==> src/rtl/cpu_ififo_pkg.sv <==
// Shared constants for the instruction FIFO and decode: parcel/word widths,
// the set of opcodes that carry a 32-bit immediate, and length codes.
// Pure definitions; no state.
package cpu_ififo_pkg;

  localparam int PARCEL_W = 16;
  localparam int FETCH_W  = 32;

  // Instruction lengths in parcels
  localparam int LEN_SHORT = 1;
  localparam int LEN_LONG  = 3;

  // Opcode bytes (outside the 2'b11 form group) that take a 32-bit immediate
  localparam int NUM_LONG_OPS = 19;
  localparam logic [NUM_LONG_OPS*8-1:0] LONG_OPS = {
    8'h01, 8'h03, 8'h08, 8'h09, 8'h0c, 8'h0d, 8'h1a, 8'h1b, 8'h1d, 8'h1f,
    8'h20, 8'h22, 8'h24, 8'h25, 8'h30, 8'h36, 8'h37, 8'h38, 8'h39
  };

  // True when the opcode byte starts a 48-bit instruction
  function automatic logic insn_is_long(input logic [7:0] op);
    logic hit;
    hit = (op[7:6] == 2'b11);
    for (int i = 0; i < NUM_LONG_OPS; i++) begin
      if (LONG_OPS[i*8 +: 8] == op) hit = 1'b1;
    end
    return hit;
  endfunction

endpackage

==> src/rtl/cpu_insn_len.sv <==
// Instruction length decode: opcode byte in, 48-bit flag out.
// Latency: combinational.
// Backpressure: none.
module cpu_insn_len
  import cpu_ififo_pkg::*;
(
  input  logic [7:0] op,
  output logic       is_long
);

  // Membership test against the long-opcode set
  always_comb is_long = insn_is_long(op);

endmodule

==> src/rtl/cpu_ififo.sv <==
// Fetch-word to instruction FIFO: 32-bit words split into 16-bit parcels,
// whole 16/48-bit instructions presented with their PC.
// Latency: word written into empty FIFO appears one edge later; full_o drops words (sticky overflow_o).
module cpu_ififo_param
  import cpu_ififo_pkg::*;
#(
  parameter int          DEPTH_LOG2   = 3,
  parameter logic [31:0] BOOT_ADDRESS = 32'h00001000
) (
  input  logic                  clk_i,
  input  logic                  rst_i,
  input  logic                  flush_i,
  input  logic [31:0]           newPC_i,
  input  logic                  write_en_i,
  input  logic [FETCH_W-1:0]    data_i,
  output logic                  full_o,
  output logic                  empty_o,
  output logic [DEPTH_LOG2:0]   count_o,
  input  logic                  read_en_i,
  output logic                  valid_o,
  output logic [PARCEL_W-1:0]   opcode_o,
  output logic [31:0]           operand_o,
  output logic                  long_o,
  output logic [31:0]           PC_o,
  output logic                  overflow_o
);

  localparam int DEPTH = 1 << DEPTH_LOG2;
  localparam int CW    = DEPTH_LOG2 + 1;

  typedef logic [DEPTH_LOG2-1:0] ptr_t;
  typedef logic [CW-1:0]         cnt_t;

  logic [PARCEL_W-1:0] mem [DEPTH];
  ptr_t                rd_ptr, wr_ptr;
  ptr_t                rd_ptr1, rd_ptr2, wr_ptr1;
  cnt_t                count;
  logic [31:0]         pc_q;
  logic                drop_q;

  logic [PARCEL_W-1:0] head;
  logic                head_long;
  logic                slot_free, do_load, wr_acc;
  cnt_t                need, wr_num, rd_num;

  // Parcel indices wrap naturally at the pointer width
  assign rd_ptr1 = rd_ptr + ptr_t'(1);
  assign rd_ptr2 = rd_ptr + ptr_t'(2);
  assign wr_ptr1 = wr_ptr + ptr_t'(1);
  assign head    = mem[rd_ptr];

  cpu_insn_len u_len (
    .op      (head[15:8]),
    .is_long (head_long)
  );

  // Keep two free slots so a full word can always be accepted
  assign full_o  = (count > cnt_t'(DEPTH - 2));
  assign empty_o = (count == '0);
  assign count_o = count;

  // Load uses count from before this edge's write: no write-to-output bypass
  assign need      = head_long ? cnt_t'(LEN_LONG) : cnt_t'(LEN_SHORT);
  assign slot_free = !valid_o || read_en_i;
  assign do_load   = slot_free && (count >= need);
  assign wr_acc    = write_en_i && !full_o;
  assign wr_num    = !wr_acc ? cnt_t'(0) : (drop_q ? cnt_t'(1) : cnt_t'(2));
  assign rd_num    = do_load ? need : cnt_t'(0);

  // Parcel storage; the earlier parcel of a word lands first
  always_ff @(posedge clk_i) begin
    if (!rst_i && !flush_i && wr_acc) begin
      if (drop_q) begin
        mem[wr_ptr] <= data_i[15:0];
      end else begin
        mem[wr_ptr]  <= data_i[31:16];
        mem[wr_ptr1] <= data_i[15:0];
      end
    end
  end

  // Pointers, occupancy, fetch PC and the registered instruction output
  always_ff @(posedge clk_i) begin
    if (rst_i) begin
      rd_ptr     <= '0;
      wr_ptr     <= '0;
      count      <= '0;
      pc_q       <= BOOT_ADDRESS;
      drop_q     <= 1'b0;
      valid_o    <= 1'b0;
      opcode_o   <= '0;
      operand_o  <= '0;
      long_o     <= 1'b0;
      PC_o       <= BOOT_ADDRESS;
      overflow_o <= 1'b0;
    end else if (flush_i) begin
      // Redirect: a target at bit1=1 means the first parcel of the next word is skipped
      rd_ptr  <= '0;
      wr_ptr  <= '0;
      count   <= '0;
      valid_o <= 1'b0;
      pc_q    <= {newPC_i[31:1], 1'b0};
      drop_q  <= newPC_i[1];
    end else begin
      if (write_en_i && full_o) overflow_o <= 1'b1;
      if (wr_acc) begin
        wr_ptr <= wr_ptr + ptr_t'(wr_num);
        drop_q <= 1'b0;
      end
      if (do_load) rd_ptr <= rd_ptr + ptr_t'(rd_num);
      count <= count + wr_num - rd_num;

      if (slot_free) begin
        if (do_load) begin
          valid_o   <= 1'b1;
          opcode_o  <= head;
          operand_o <= head_long ? {mem[rd_ptr1], mem[rd_ptr2]} : 32'h0;
          long_o    <= head_long;
          PC_o      <= pc_q;
          pc_q      <= pc_q + (head_long ? 32'd6 : 32'd2);
        end else begin
          valid_o <= 1'b0;
        end
      end
    end
  end

endmodule
==> config.mk <==
export PLATFORM = sky130hd
export DESIGN_NAME = cpu_ififo_param
export DESIGN_NICKNAME = d
export VERILOG_FILES = /design/src/rtl/cpu_ififo_pkg.sv /design/src/rtl/cpu_insn_len.sv /design/src/rtl/cpu_ififo.sv
export SDC_FILE = /design/constraint.sdc
export NUM_CORES = 1
export LEC_CHECK = 0
export CORE_UTILIZATION = 40
export CTS_BUF_LIST = sky130_fd_sc_hd__clkbuf_4
export CTS_CLUSTER_SIZE = 24
export DETAILED_ROUTE_END_ITERATION = 6
export REMOVE_ABC_BUFFERS = 1
export SETUP_SLACK_MARGIN = 0.4
export SKIP_LAST_GASP = 1
export SYNTH_ARGS = -nofsm -noshare
export SYNTH_HDL_FRONTEND = slang
export SYNTH_SLANG_ARGS = --single-unit
==> constraint.sdc <==
create_clock -name clk_i -period 7.3 [get_ports clk_i]
set_clock_uncertainty 0.05 [all_clocks]
set_input_delay 1.095 -clock clk_i [delete_from_list [all_inputs] [get_ports clk_i]]
set_output_delay 1.095 -clock clk_i [all_outputs]
set_load 0.03 [all_outputs]
==> After elaboration in Yosys (flattened, before gate mapping) <==
Memory sizes are Yosys's and may differ from the RTL's. A register that Yosys moved wholly into a read port is not among the register bits.
Cells that the tools add are included.
{ "word_totals": {"register_bits": 126, "ram_bits": 128, "input_bits": 69, "output_inout_bits": 89, "elab_cells": 104, "memories": 1} }
{ "op_classes": {"n_addsub": 8, "magnitude_cmp": 2, "n_eq_ne": 20, "muxes": 40, "n_bitwise": 2, "reduce_logical": 19} }
{ "mem_list": {"columns": ["name", "depth", "width", "read_ports", "rd_clocked_by_memory_dff", "write_ports", "line", "text"], "rows": [
  ["mem", 8, 16, 3, 1, 2, "cpu_ififo.sv:34", "logic [PARCEL_W-1:0] mem [DEPTH];"]
]} }
{ "op_table": {"columns": ["operator", "n"], "rows": [
  ["$mux W32", 4],
  ["$eq A6 B8 Y1 const A", 9],
  ["$add A32 B3 Y32", 1],
  ["$eq A4 B8 Y1 const A", 4],
  ["$eq A5 B8 Y1 const A", 4],
  ["$mux W1", 28],
  ["$mux W16", 1],
  ["$mux W3", 3],
  ["$eq A1 B8 Y1 const A", 1],
  ["$eq A2 B8 Y1 const A", 1],
  ["$mux W2", 4],
  ["$add A3 B1 Y3 const B", 2],
  ["$add A3 B2 Y3", 2],
  ["$reduce_and A2 Y1", 3],
  ["$reduce_bool A2 Y1", 3],
  ["$logic_and A1 B1 Y1", 5],
  ["$add A4 B2 Y4", 1],
  ["$ge A4 B2 Y1", 1],
  ["$gt A4 B3 Y1 const B", 1],
  ["$logic_not A1 Y1", 4],
  ["$logic_not A4 Y1", 1],
  ["$sub A4 B2 Y4", 1],
  ["$add A3 B2 Y3 const B", 1],
  ["$reduce_and A3 Y1", 1],
  ["other kinds (5)", 5]
]} }

==> Logic depth before layout (Yosys ltp) <==
Gate-level depths: netlist (run 1).
{ "depth": {"word_depth": 27, "mapped_depth": 20, "mapped_depth_nobuf": 17} }

==> By module <==
Synthesis (run 1) repeated with hierarchy kept, for this count alone.
{ "hier_totals": {"hier_cells": 1172, "area_unflattened_um2": 14139.8} }
{ "modules_own_cells": {"columns": ["mod", "instances", "cells_each", "area_per_inst_um2", "seq_area_each_um2"], "rows": [
  ["cpu_ififo_param", 1, 1155, 14017.2, 6386.1],
  ["cpu_insn_len", 1, 17, 122.6, 0.0]
]} }

==> Worst setup path after synthesis (run 1) <==
Ideal clock, no wire load.
{ "synth_path": {"kind": "register to register", "start": "register with a tool-made name", "end": "register count[3] (netlist: count_o[3])", "setup_ns": 0.128, "arrival_time_ns": 4.840, "required_ns": 7.122, "slack_ns": 2.282, "path_stages_with_launch": 20, "n_path_buf": 2, "period_less_slack_ns": 5.018, "cell_sequence": "dfxtp_1 > buf_6 > mux4_2 > mux2i_2 > mux2_1 > a221oi_1 > o21ai_2 > a31oi_2 > ha_1 > a21o_1 > o211ai_1 > clkbuf_1 > nor2_1 > fa_1 > inv_1 > ha_1 > a21o_1 > a21oi_1 > xnor2_1 > nor2_1"} }
{ "synth_lines": {"columns": ["element", "line", "text"], "rows": [
  ["end signal: assignment", "cpu_ififo.sv:111", "count <= count + wr_num - rd_num;"],
  ["end: declaration", "cpu_ififo.sv:37", "cnt_t count;"]
]} }

==> reports/metrics.csv, run 1 <==
stage,metric,value,unit
job,cap_violations,0,
critical_path,start_kind,register,
critical_path,crit_arrival,6450,ps
detailed_routing,ant_nets,0,
pwr,peakVddDrop,0.134,mV
global_routing,grt_pass1_wl,60.8,mm
cells_and_area,stdcell_area,0.0169,sq mm
pwr,total_power,4.53,mW
logic_synthesis,synth_top_area_share,27.5,%
clocking,cts-buffers-inserted,72,
timing,slew_violations,0,
timing,finalSetupTns,0,ps
cells_and_area,syn2layout_area_growth,20.6,%
critical_path,critPathKind,register to register,
pwr,p_per_area,268,mW/mm^2
clocking,cts_tree,yes,
clocking,clk_pin_slew,70,ps
clocking,clockRootBuffer,clkbuf_4,
critical_path,critPathCaptureType,register,
floorplanning,dieArea,0.0357,sq mm
detailed_routing,met1Wirelength,16.1,mm
logic_synthesis,syn_area_per_cell,10.6,sq um
clocking,cts_buffer_depth,3,
cells_and_area,multi_input_area,0.00710,sq mm
logic_synthesis,async_flop_share,0,%
logic_synthesis,yosys.area.top_type,edfxtp_1,
logic_synthesis,synth_edf_count,128,
timing,worst_slew_pin_slew,1400,ps
logic_synthesis,yosys_warnings,0,
timing,period_share,80.7,%
place,gp_congestion,0.811,
logic_synthesis,dominantRegCellSynth,edfxtp_1,
clocking,cts_setup_buffers,0,
worst_hold_path,hold_class,register to register,
run_status,status,finished clean,
global_routing,gr-total-overflow,0,
logic_synthesis,synthCells,1316,
critical_path,r2r-end,operand_o[0],
timing,rsz0062_at_grt,false,
timing,hold_viol_final,0,
cells_and_area,mostFrequentLayoutCells,"nor2_1 (202), a21oi_1 (186), clkdlybuf4s50_1 (154)",
critical_path,path_max_fanout,46,
detailed_routing,wl_met3,2.96,mm
cells_and_area,layout_commonest_cell,nor2_1,
detailed_routing,top_layer_used,met4,
floorplanning,fp.dieH,189,microns
detailed_routing,first_pass_iters,5,
critical_path,r2r_setup_slack,1410,ps
logic_synthesis,ys_top_cells_by_area,"edfxtp_1 (27%), dfxtp_1 (18%), mux4_2 (15%)",
floorplanning,std_cell_rows,68,
clocking,cts_sinks,255,
clocking,h-tree-depth,3,
logic_synthesis,synth_cell_types,54,
global_routing,grt.total_usage,22.3,%
timing,period_minus_slack,5890,ps
detailed_routing,dr_total_vias,10973,
critical_path,cp.required,7860,ps
cells_and_area,drive_above_1_share,19.5,%
place,port_buffers,155,
logic_synthesis,synth_area,0.0140,sq mm
timing,max_clock_freq,0.170,GHz
global_routing,antenna_found_initial,1,
floorplanning,core_area,0.0345,sq mm
floorplanning,fp.dieW,189,microns
clocking,clk-insertion-delay-late,720,ps
place,place_area,0.0159,sq mm
cells_and_area,seqCellArea,0.00639,sq mm
cells_and_area,nets,1545,
pwr,p_leak,5.58,nW
cells_and_area,fillers,3194,
global_routing,grt_pass1_vias,10755,
detailed_routing,routed_via_density,5.56,
floorplanning,start_util,40.6,%
place,hpwl,24.7,mm
critical_path,cp-endpoint,operand_o[0],
global_routing,grt_max_degree,82,
logic_synthesis,synth-seq-cells,255,
critical_path,reg2regPathDepth,15,
detailed_routing,drc,0,
clocking,cts-resized-gates,0,
timing,finalSetupViolations,0,
detailed_routing,post_drt_wl_per_cell,20.3,microns
logic_synthesis,seq_area_frac_synth,45.6,%
detailed_routing,routed_wl,40.0,mm
floorplanning,ioPinCount,158,
timing,max-slew-margin-rel,5.83,%
detailed_routing,drt_iter0_drc,810,
clocking,hold_buffers,0,
detailed_routing,wl_met2,19.7,mm
worst min path at each step:
stage                         from        to  slack (ps)  cells after the start
after global routing      PC_o[17]  PC_o[17]         420                      2
after CTS                  PC_o[8]   PC_o[8]         410                      2
after detailed placement   PC_o[8]   PC_o[8]         400                      2
after floorplan           pc_q[31]  PC_o[31]         390                      2
final                     PC_o[31]  PC_o[31]         400                      2
after global placement    PC_o[29]  PC_o[29]         390                      2
state kept, by name (all words and copies together) (netlist names), named ones only:
| register | count |
|---|---|
| PC_o | 31 |
| count_o | 4 |
| drop_q | 1 |
| long_o | 1 |
| mem | 128 |
| opcode_o | 16 |
| operand_o | 32 |
| overflow_o | 1 |
| pc_q | 31 |
| rd_ptr | 3 |
| valid_o | 1 |
| wr_ptr | 3 |
worst max-delay path, cell delays in order, from the launching register on:
cell,delay (ps)
dfxtp_2,820
mux4_2,610
mux2i_2,320
mux2_1,370
a221oi_1,380
o21ai_2,160
a31oi_2,380
ha_1,230
a21o_1,110
o211ai_1,80
buf_4,200
inv_1,200
nand2_4,330
nor3b_4,620
nand3_4,530
o22ai_1,320
cells by family after synthesis:
group,after synthesis,share of synthesized area [%]
xor+xnor,36,2.25
fa+ha+maj,18,1.88
mux,173,21.1
simple gates,405,12.1
flops,255,45.6
buf+inv,136,4.08
other cells,1,0.0268
compound gates,292,13.0
stage by stage:
step                setup slack, ps  utilization, %  hold slack, ps  std cells
finish                         1410            49.0             405       1972
global route                    933            49.0             424       1972
CTS                            1290            49.0             407       1971
detailed placement             1350            46.1             398       1839
global placement               1450            46.1             393       1839
floorplan                       131               -             388       1203
power by group:
group / internal, mW / total [mW] / switching, mW / leakage (nW)
Sequential: 1.63 / 1.75 / 0.126 / 2.19
Clock: 0.775 / 1.41 / 0.637 / 0.584
Combinational: 0.595 / 1.36 / 0.766 / 2.81
Total: 3.00 / 4.53 / 1.53 / 5.58
metal layers:
| layer | up-vias | global-route usage (%) |
|---|---|---|
| met4 | 0 | 10.8 |
| li1 | 5163 | - |
| met1 | 5251 | 27.5 |
| met5 | - | 0 |
| met2 | 460 | 37.5 |
| met3 | 99 | 4.34 |
area by class of cell:
cell class,count,area share [%]
Tap cell,455,3.37
Sequential cell,255,37.9
Timing Repair Buffer,181,10.3
Inverter,23,0.512
Antenna cell,1,0.0148
Multi-Input combinational cell,925,42.1
Clock buffer,106,4.72
Clock inverter,26,1.07
cell usage after synthesis (20+ instances only):
cell,count
nor2_1,204
a22oi_1,32
dfxtp_1,127
nand2_1,134
clkbuf_1,75
a21oi_1,186
o22ai_2,20
inv_1,22
mux4_2,96
nand3_1,21
buf_1,23
mux2i_1,64
xnor2_1,28
edfxtp_1,128
No activity file was read; power rests on OpenSTA's default activity.
==> run 2, diff against run 1 <==
==> constraint.sdc (replaced) <==
create_clock -name clk_i -period 4.8 [get_ports clk_i]
set_clock_uncertainty 0.05 [all_clocks]
set_input_delay 0.72 -clock clk_i [delete_from_list [all_inputs] [get_ports clk_i]]
set_output_delay 0.72 -clock clk_i [all_outputs]
set_load 0.03 [all_outputs]
==> run 2 against run 1 <==
Compared with the run above: worst hold slack worse by 3.5 ps; register-to-register slack lost 1000 ps; final area is 3.7% higher; fmax increased by 33%; global-route usage grew 0.49 points; routed wire length is 2.1% higher; combinational power is 82% higher; largest cell class unchanged; largest power group unchanged.
==> reports/metrics.csv, run 2 (same netlist as run 1, synthesis figures left out) <==
stage,metric,value,unit
floorplanning,dieArea,0.0357,sq mm
detailed_routing,post_drt_wl_per_cell,20.2,microns
detailed_routing,drt_iter0_drc,959,
cells_and_area,stdcell_area,0.0175,sq mm
critical_path,cp_num_buf_inv,4,
pwr,internal-power,4.78,mW
place,gp_congestion,0.795,
detailed_routing,dr_total_vias,11319,
clocking,cts_buffer_depth,3,
cells_and_area,syn2layout_area_growth,25.0,%
clocking,clockRootBuffer,clkbuf_4,
clocking,clk_pin_slew,60,ps
worst_hold_path,hold_class,register to register,
clocking,clk-insertion-delay-late,690,ps
clocking,h-tree-depth,3,
timing,max_clock_freq,0.226,GHz
detailed_routing,drc,0,
floorplanning,std_cell_rows,68,
cells_and_area,top_register,mem,
global_routing,gr-total-overflow,0,
pwr,combPwrFrac,34.4,%
pwr,p_per_area,411,mW/mm^2
global_routing,grt_max_degree,79,
floorplanning,core_area,0.0345,sq mm
detailed_routing,ant_nets,0,
critical_path,path_max_fanout,3,
floorplanning,ioPinCount,158,
global_routing,grt_pass1_wl,62.4,mm
timing,finalSetupViolations,0,
global_routing,grt.total_usage,22.8,%
critical_path,r2r_setup_slack,380,ps
critical_path,crit_arrival,4920,ps
timing,period_minus_slack,4420,ps
critical_path,cp_top_family,compound AO/OA/AOI/OAI gates,
clocking,hold_buffers,0,
place,hpwl,25.1,mm
pwr,total_power,7.20,mW
critical_path,cp-startpoint,mem[2][10],
floorplanning,fp.dieW,189,microns
pwr,peakVddDrop,0.228,mV
cells_and_area,largest_register_ffs,128,
pwr,seqPwrFrac,36.1,%
clocking,cts-buffers-inserted,73,
global_routing,antenna_found_initial,1,
timing,slew_violations,0,
critical_path,r2r-start,mem[2][10],
timing,worst_slew_pin_slew,1220,ps
pwr,p_sw_share,33.6,%
timing,max-slew-margin-rel,18.3,%
pwr,net-switching-power,2.42,mW
cells_and_area,multi_input_area,0.00724,sq mm
floorplanning,start_util,40.6,%
critical_path,critPathCaptureType,register,
job,cap_violations,0,
place,place_area,0.0161,sq mm
timing,rsz0062_at_grt,true,
critical_path,cp.required,5300,ps
critical_path,start_kind,register,
pwr,p_clk_share,29.4,%
floorplanning,fp.dieH,189,microns
detailed_routing,routed_wl,40.9,mm
pwr,p_leak,5.92,nW
cells_and_area,nets,1594,
timing,hold_viol_final,0,
global_routing,grt_pass1_vias,11213,
cells_and_area,reg.largest.list,"mem: 128 flops, operand_o: 32 flops",
critical_path,slowest_stage,mux4_2,
clocking,cts_tree,yes,
cells_and_area,drive_above_1_share,23.4,%
timing,period_share,92.1,%
detailed_routing,first_pass_iters,7,
critical_path,max_stage_delay,510,ps
worst_hold_path,hp-start,PC_o[17],
cells_and_area,seqCellArea,0.00639,sq mm
clocking,cts_sinks,255,
cells_and_area,fillers,3129,
cells_and_area,mostFrequentLayoutCells,"nor2_1 (200), a21oi_1 (185), clkdlybuf4s50_1 (154)",
place,port_buffers,155,
run_status,status,finished clean,
detailed_routing,routed_via_density,5.60,
critical_path,crit_chain,mux4_2 > mux2i_4 > mux2_4 > a221oi_4 > o21ai_2 > a31oi_4 > ha_4 > a21o_1 > o211ai_1 > buf_6 > buf_12 > clkinvlp_4 > buf_4 > ha_1 > fa_1 > nand2_1 > a21oi_1,
critical_path,critPathKind,register to register,
cells_and_area,layout_commonest_cell,nor2_1,
## run 2: layout make-up
| class | instances | area share [%] |
|---|---|---|
| Timing Repair Buffer | 228 | 12.7 |
| Tap cell | 455 | 3.25 |
| Clock inverter | 16 | 0.515 |
| Sequential cell | 255 | 36.5 |
| Multi-Input combinational cell | 926 | 41.4 |
| Inverter | 23 | 0.515 |
| Clock buffer | 118 | 5.06 |
| Antenna cell | 1 | 0.0143 |
## run 2: worst paths after layout
check | end | depth (start not counted)
setup / recovery | rd_ptr[1] | 17
hold / removal | PC_o[17] | 2
setup reg to reg | rd_ptr[1] | 17
hold reg to reg | PC_o[17] | 2
## run 2: repair_timing
action                                  4_1_cts  5_1_grt
resized for setup                            15       19
gates cloned                                  1        1
buffers inserted                             17        7
endpoints found under the setup margin       40       57
pin swaps                                    19       12
## run 2: through the flow
stage               setup slack [ps]  std cells  hold slack, ps  utilization (%)  setup TNS [ps]
floorplan                      -2370       1203             388                -         -212650
global placement                48.1       1861             392             46.6               0
detailed placement             -9.12       1861             397             46.6           -34.0
CTS                              306       2013             404             50.1               0
global route                     210       2022             423             50.8               0
finish                           377       2022             401             50.8               0
## run 2: worst min-delay path: stages, from the launching register on
cell and delay [ps]:
dfxtp_1 300, nand2_1 50, a21oi_1 50
## run 2: metal layers
metal | share of wire, % | track usage, %
met3 | 7.4 | 4.86
met5 | 0 | 0
met1 | 40 | 27.8
met4 | 4.0 | 11.8
met2 | 49 | 38.0
## run 2: power by group through the flow
stage | sequential (mW) | combinational (mW) | clock (mW)
4_1_cts | 2.60 | 2.39 | 2.17
5_1_grt | 2.62 | 2.67 | 2.28
6_report | 2.60 | 2.48 | 2.12
3_3_place_gp | 2.64 | 2.20 | 0
2_1_floorplan | 2.94 | 1.12 | 0
3_5_place_dp | 2.65 | 2.22 | 0
